===== config.mk =====
export PLATFORM = sky130hd
export DESIGN_NAME = lsu_requester
export DESIGN_NICKNAME = d
export VERILOG_FILES = /design/src/rtl/lsu_pkg.sv /design/src/rtl/lsu_align.sv /design/src/rtl/lsu_requester.sv
export SDC_FILE = /design/constraint.sdc
export NUM_CORES = 1
export LEC_CHECK = 0
export CORE_ASPECT_RATIO = 1.1
export CORE_MARGIN = 3
export CORE_UTILIZATION = 37
export DETAILED_ROUTE_END_ITERATION = 10
export PLACE_DENSITY = 0.88
export REMOVE_ABC_BUFFERS = 1
export SLEW_MARGIN = 20
export SYNTH_ARGS = -nofsm -noshare
export SYNTH_HDL_FRONTEND = slang
export SYNTH_SLANG_ARGS = --single-unit

===== constraint.sdc =====
create_clock -name i_clk -period 4.1 [get_ports i_clk]
set_clock_uncertainty 0.1 [all_clocks]
set_input_delay 0.41 -clock i_clk [delete_from_list [all_inputs] [get_ports i_clk]]
set_output_delay 0.41 -clock i_clk [all_outputs]
set_load 0.1 [all_outputs]

===== src/rtl/lsu_pkg.sv =====
// Shared types and decode helpers for the load/store requester.
package lsu_pkg;

  localparam int unsigned WORD_BYTES = 4;

  typedef enum logic [1:0] {
    ST_IDLE = 2'd0,
    ST_LO   = 2'd1,
    ST_HI   = 2'd2,
    ST_DONE = 2'd3
  } state_e;

  typedef enum logic [1:0] {
    SZ_B = 2'd0,
    SZ_H = 2'd1,
    SZ_W = 2'd2
  } size_e;

  localparam logic [2:0] F3_B  = 3'b000;
  localparam logic [2:0] F3_H  = 3'b001;
  localparam logic [2:0] F3_W  = 3'b010;
  localparam logic [2:0] F3_BU = 3'b100;
  localparam logic [2:0] F3_HU = 3'b101;

  // Unsigned widths exist only for loads.
  function automatic logic f3_valid(input logic we, input logic [2:0] f3);
    logic ok;
    case (f3)
      F3_B, F3_H, F3_W: ok = 1'b1;
      F3_BU, F3_HU:     ok = ~we;
      default:          ok = 1'b0;
    endcase
    return ok;
  endfunction

  function automatic logic [WORD_BYTES-1:0] size_mask(input logic [1:0] sz);
    logic [WORD_BYTES-1:0] m;
    case (sz)
      SZ_B:    m = 4'b0001;
      SZ_H:    m = 4'b0011;
      SZ_W:    m = 4'b1111;
      default: m = 4'b0000;
    endcase
    return m;
  endfunction

endpackage


===== src/rtl/lsu_align.sv =====
// Load data extraction: shifts a {hi, lo} read window down by the byte offset
// and sign- or zero-extends according to funct3.
module lsu_align
  import lsu_pkg::*;
(
  input  logic [63:0] window,
  input  logic [1:0]  off,
  input  logic [2:0]  funct3,
  output logic [31:0] data
);

  logic [31:0] shifted;
  logic        sext;

  always_comb begin
    shifted = 32'(window >> {off, 3'b000});
    sext    = ~funct3[2];
    data    = '0;
    case (funct3[1:0])
      SZ_B:    data = {{24{sext & shifted[7]}}, shifted[7:0]};
      SZ_H:    data = {{16{sext & shifted[15]}}, shifted[15:0]};
      SZ_W:    data = shifted;
      default: data = '0;
    endcase
  end

endmodule


===== src/rtl/lsu_requester.sv =====
// MEM-stage load/store requester for a registered-read word memory.
// Define LSU_MISALIGN_EN to split word-crossing accesses over two cycles.
module lsu_requester
  import lsu_pkg::*;
#(
  parameter int unsigned DEPTH      = 2048,
  parameter int unsigned ADDR_WIDTH = $clog2(DEPTH)
) (
  input  logic                  i_clk,
  input  logic                  i_reset,
  input  logic                  i_req,
  input  logic                  i_we,
  input  logic [2:0]            i_funct3,
  input  logic [31:0]           i_addr,
  input  logic [31:0]           i_wdata,
  output logic                  o_busy,
  output logic                  o_done,
  output logic [31:0]           o_rdata,
  output logic                  o_err,
  output logic [ADDR_WIDTH-1:0] o_mem_addr,
  output logic [31:0]           o_mem_wdata,
  output logic                  o_mem_we,
  output logic [3:0]            o_mem_be,
  input  logic [31:0]           i_mem_rdata
);

  state_e                state_q, state_d;
  logic                  we_q;
  logic [2:0]            f3_q;
  logic [1:0]            off_q;
  logic                  err_q;
  logic [ADDR_WIDTH-1:0] mem_addr_q;

  logic [1:0]            req_off;
  logic [ADDR_WIDTH-1:0] req_word;
  logic [7:0]            req_be8;
  logic [31:0]           req_wdata_lo;
  logic                  req_split;
  logic                  req_ok;
  logic                  accept;
  logic [63:0]           align_window;
  logic [31:0]           align_data;
  logic                  unused_addr_bits;

`ifdef LSU_MISALIGN_EN
  logic                  split_q;
  logic [ADDR_WIDTH-1:0] hi_addr_q;
  logic [3:0]            hi_be_q;
  logic [31:0]           hi_wdata_q;
  logic [31:0]           lo_rdata_q;
  logic [ADDR_WIDTH-1:0] req_word_nxt;
  logic [31:0]           req_wdata_hi;
`endif

  // Request decode straight from the pipeline inputs (acceptance cycle only).
  assign req_off          = i_addr[1:0];
  assign req_word         = i_addr[ADDR_WIDTH+1:2];
  assign req_be8          = {4'b0000, size_mask(i_funct3[1:0])} << req_off;
  assign req_wdata_lo     = i_wdata << {req_off, 3'b000};
  assign req_split        = |req_be8[7:4];
  assign accept           = (state_q == ST_IDLE) && i_req;
  assign unused_addr_bits = ^i_addr[31:ADDR_WIDTH+2];

`ifdef LSU_MISALIGN_EN
  assign req_ok       = f3_valid(i_we, i_funct3);
  assign req_word_nxt = (req_word == ADDR_WIDTH'(DEPTH - 1)) ? '0 : req_word + ADDR_WIDTH'(1);
  assign req_wdata_hi = i_wdata >> (6'd32 - 6'({req_off, 3'b000}));
  assign align_window = split_q ? {i_mem_rdata, lo_rdata_q} : {32'h0, i_mem_rdata};
`else
  assign req_ok       = f3_valid(i_we, i_funct3) && !req_split;
  assign align_window = {32'h0, i_mem_rdata};
`endif

  lsu_align u_align (
    .window (align_window),
    .off    (off_q),
    .funct3 (f3_q),
    .data   (align_data)
  );

  always_ff @(posedge i_clk) begin
    if (i_reset) state_q <= ST_IDLE;
    else         state_q <= state_d;
  end

  // Next state and all outputs; reset forces every output to zero last.
  always_comb begin
    state_d     = state_q;
    o_busy      = 1'b0;
    o_done      = 1'b0;
    o_err       = 1'b0;
    o_rdata     = '0;
    o_mem_we    = 1'b0;
    o_mem_be    = '0;
    o_mem_addr  = mem_addr_q;
    o_mem_wdata = '0;
    case (state_q)
      ST_IDLE: begin
        if (i_req) begin
          o_busy  = 1'b1;
          state_d = ST_DONE;
          if (req_ok) begin
            o_mem_addr  = req_word;
            o_mem_be    = req_be8[3:0];
            o_mem_we    = i_we;
            o_mem_wdata = i_we ? req_wdata_lo : 32'h0;
`ifdef LSU_MISALIGN_EN
            if (req_split) state_d = ST_HI;
`endif
          end
        end
      end
`ifdef LSU_MISALIGN_EN
      ST_HI: begin
        o_busy      = 1'b1;
        o_mem_addr  = hi_addr_q;
        o_mem_be    = hi_be_q;
        o_mem_we    = we_q;
        o_mem_wdata = hi_wdata_q;
        state_d     = ST_DONE;
      end
`endif
      ST_DONE: begin
        o_done  = 1'b1;
        o_err   = err_q;
        o_rdata = (err_q || we_q) ? 32'h0 : align_data;
        state_d = ST_IDLE;
      end
      default: state_d = ST_IDLE;
    endcase
    if (i_reset) begin
      state_d     = ST_IDLE;
      o_busy      = 1'b0;
      o_done      = 1'b0;
      o_err       = 1'b0;
      o_rdata     = '0;
      o_mem_we    = 1'b0;
      o_mem_be    = '0;
      o_mem_addr  = '0;
      o_mem_wdata = '0;
    end
  end

  // Request capture; o_mem_addr is remembered so it holds between accesses.
  always_ff @(posedge i_clk) begin
    if (i_reset) begin
      we_q       <= 1'b0;
      f3_q       <= '0;
      off_q      <= '0;
      err_q      <= 1'b0;
      mem_addr_q <= '0;
`ifdef LSU_MISALIGN_EN
      split_q    <= 1'b0;
      hi_addr_q  <= '0;
      hi_be_q    <= '0;
      hi_wdata_q <= '0;
      lo_rdata_q <= '0;
`endif
    end else begin
      mem_addr_q <= o_mem_addr;
      if (accept) begin
        we_q  <= i_we;
        f3_q  <= i_funct3;
        off_q <= req_off;
        err_q <= ~req_ok;
`ifdef LSU_MISALIGN_EN
        split_q    <= req_ok && req_split;
        hi_addr_q  <= req_word_nxt;
        hi_be_q    <= req_be8[7:4];
        hi_wdata_q <= req_wdata_hi;
`endif
      end
`ifdef LSU_MISALIGN_EN
      if (state_q == ST_HI) lo_rdata_q <= i_mem_rdata;
`endif
    end
  end

endmodule


==> impl_metrics.csv <==
group,metric,value,unit
sta,slew_headroom,0.3044,
power,internal-power,436.7,uW
synthesis,syn_inst,329,
routing,drt-total-wl,9301,um
final_layout,n_antenna_cell,0,
clock_network,h-tree-depth,1,
clock_network,post-cts-setup-buffers,0,
clock_network,root_buffer,"clkbuf_8",
final_layout,area_growth,86.41,%
synthesis,synth_edf_count,0,
critical_path,r2r_start,"state_q[0]",
routing,vias_per_cell,5.709,
power,swShare,0.4339,
power,pwr-share-seq,0.267,
floorplanning,start_util,0.3862,
sta,setup_ws,0.6148,ns
synthesis,syn_area,2421,um^2
placed_design,preCtsSetupSlack,0.6052,ns
floorplanning,die_area,7551,um^2
run,maxCapViolations,0,
clock_network,cts_hold_buf,0,
sta,holdWs,0.3689,ns
placed_design,hpwl,7451,um
grt,gr-total-overflow,0,
final_layout,fin_area,4513,um^2
critical_path,rr_endpoint,"mem_addr_q[9]",
synthesis,ys_types,43,
clock_network,ctsResizeCount,0,
floorplanning,boundaryPins,186,
routing,postRouteAntennaNets,0,
synthesis,synth_top_area_frac,0.1571,
critical_path,worstPathArrival,2.98,ns
clock_network,cts_tree,"yes",
clock_network,clkLatencyLatePin,0.25,ns
sta,clock.fmax,0.2869,GHz
critical_path,crit_start,"i_funct3[0]",
synthesis,yosysTopAreaCell,"dfxtp_1",
synthesis,synth_ff_type,"dfxtp_1",
clock_network,cts_buffer_depth,2,
synthesis,avgSynthCellArea,7.359,um^2
synthesis,synth_warnings,0,
power,leakagePower,1.759,nW
grt,grt_max_degree,40,
final_layout,final_nets,582,
critical_path,ff2ff_path_depth,3,
grt,grt_pass1_wl,15400,um
outcome,outcome,"finished clean",
placed_design,gp_congestion,0.9236,
routing,drt_first_pass_iters,4,
clock_network,cts-buffers-inserted,3,
routing,drc,0,
routing,num_vias,3163,
critical_path,setup.worst_path.start_class,"input port",
power,p_sw,334.8,uW
sta,layout_worst_path_cycle_share,0.8501,
sta,tns,0,ns
floorplanning,core_area,6269,um^2
grt,antenna_found_initial,0,
floorplanning,die_w,83.13,um
clock_network,cts.sinks,19,
sta,finalHoldViolCount,0,
critical_path,critical_path.endpoint,"o_mem_addr[4]",
synthesis,async_flop_share,0,
critical_path,path_class,"input port to output port",
placed_design,io_buffers,166,
sta,tightest_slew,1.041,ns
power,p_total,771.5,uW
power,p_clk_frac,0.169,
synthesis,synth-seq-cells,19,
power,ir_worst_vdd,0.1182,mV
sta,period_minus_slack,3.485,ns
power,pwr-share-comb,0.564,
sta,finalSetupViolCount,0,
sta,rsz0062_at_grt,"false",
grt,grt_pass1_vias,3194,
critical_path,rrSetupSlack,2.35,ns
synthesis,synth_seq_area_share,0.1571,
critical_path,critPathCaptureType,"output port",
final_layout,drive_above_1_share,0.2447,
sta,final_max_slew_viol_count,0,
grt,track_usage,0.2398,
critical_path,crit_fanout,22,
placed_design,dpl_cell_area,4467,um^2
routing,wire_per_inst,16.79,um
floorplanning,floorplan.rows,30,
power,powerDensity,170.9,nW/um^2
critical_path,critPathRequiredTime,3.59,ns
min_path,min_path_type,"register to register",
synthesis,synth.top_cells.by_area,"dfxtp_1 (16%), mux2i_1 (9.9%), a211oi_1 (9.6%)",
clock_network,clk_pin_slew,0.07,ns
floorplanning,die_y,90.84,um
routing,first_iter_violations,122,
-- sequential cells by signal, summed over array words and instances, names as in the netlist --
signal      flops
state_q         1
mem_addr_q     11
f3_q            3
we_q            1
off_q           2
err_q           1
-- cell families after synthesis --
| logic type | share of synthesized area |
|---|---|
| simple gates | 0.2672 |
| compound gates | 0.3307 |
| buf+inv | 0.07804 |
| mux | 0.1426 |
| flops | 0.1571 |
| fa+ha+maj | 0.02067 |
| xor+xnor | 0.003618 |
-- power groups by stage --
stage	clock (mW)	combinational, mW	sequential, mW
2_1_floorplan	0	0.242	0.212
3_3_place_gp	0	0.422	0.208
3_5_place_dp	0	0.432	0.210
4_1_cts	0.135	0.434	0.206
5_1_grt	0.140	0.460	0.208
6_report	0.131	0.435	0.206
-- how the worst min path moves through the flow --
stage | start | to | slack, ns | depth (start not counted)
after floorplan | we_q | we_q | 0.33 | 2
after global placement | we_q | we_q | 0.35 | 2
after detailed placement | we_q | we_q | 0.36 | 2
after CTS | we_q | we_q | 0.37 | 2
after global routing | we_q | we_q | 0.40 | 2
final | we_q | we_q | 0.37 | 2
-- stage by stage --
| stage | cells | utilization |
|---|---|---|
| after global placement | 550 | 0.7126 |
| after floorplan | 297 | - |
| after detailed placement | 550 | 0.7126 |
| after global routing | 554 | 0.7200 |
| after CTS | 554 | 0.7200 |
| final | 554 | 0.7200 |
-- metal layers --
metal,vias up,wire [um],GRT usage
li1,1495,-,-
met1,1499,3468,0.2611
met2,161,4781,0.4499
met3,8,975,0.08029
met4,0,76,0.04360
met5,-,0,0
-- cell type report --
| cell class | count | area [um^2] |
|---|---|---|
| clock buffer | 3 | 41.29 |
| clock inverter | 1 | 5.005 |
| fill | 458 | 1755 |
| inverter | 4 | 15.01 |
| multi-input combinational | 274 | 1852 |
| sequential | 19 | 380.4 |
| tap | 80 | 100.1 |
| timing repair buffer | 173 | 2120 |
-- layout by cell type (no fill, tap or decap), types with 10 or more instances in the layout --
cell type,count
dfxtp_1,19
buf_4,41
o21ai_0,10
nor2_1,26
nand2_1,33
buf_12,49
a21oi_1,33
clkdlybuf4s50_1,83
mux2i_1,24
a211oi_1,31
a22o_1,22
and2_1,16
nor2b_1,22
-- cells in the mapped netlist, types with 7 or more instances --
| cell | instances |
|---|---|
| a21oi_1 | 33 |
| nand2_1 | 33 |
| a211oi_1 | 31 |
| nor2_1 | 26 |
| mux2i_1 | 24 |
| a22o_1 | 22 |
| nor2b_1 | 22 |
| dfxtp_1 | 19 |
| and2_1 | 16 |
| buf_2 | 16 |
| o21ai_0 | 10 |
| clkbuf_1 | 9 |
| a21oi_2 | 8 |
| nor3_1 | 8 |
| mux2_2 | 7 |
-- critical path, stage by stage --
cell	delay (ns)
clkdlybuf4s50_1	0.53
inv_1	0.09
ha_1	0.34
a21o_1	0.21
a22oi_2	0.21
and3_1	0.69
a22o_1	0.30
buf_12	0.19
No activity file was read; power rests on OpenSTA's default activity.
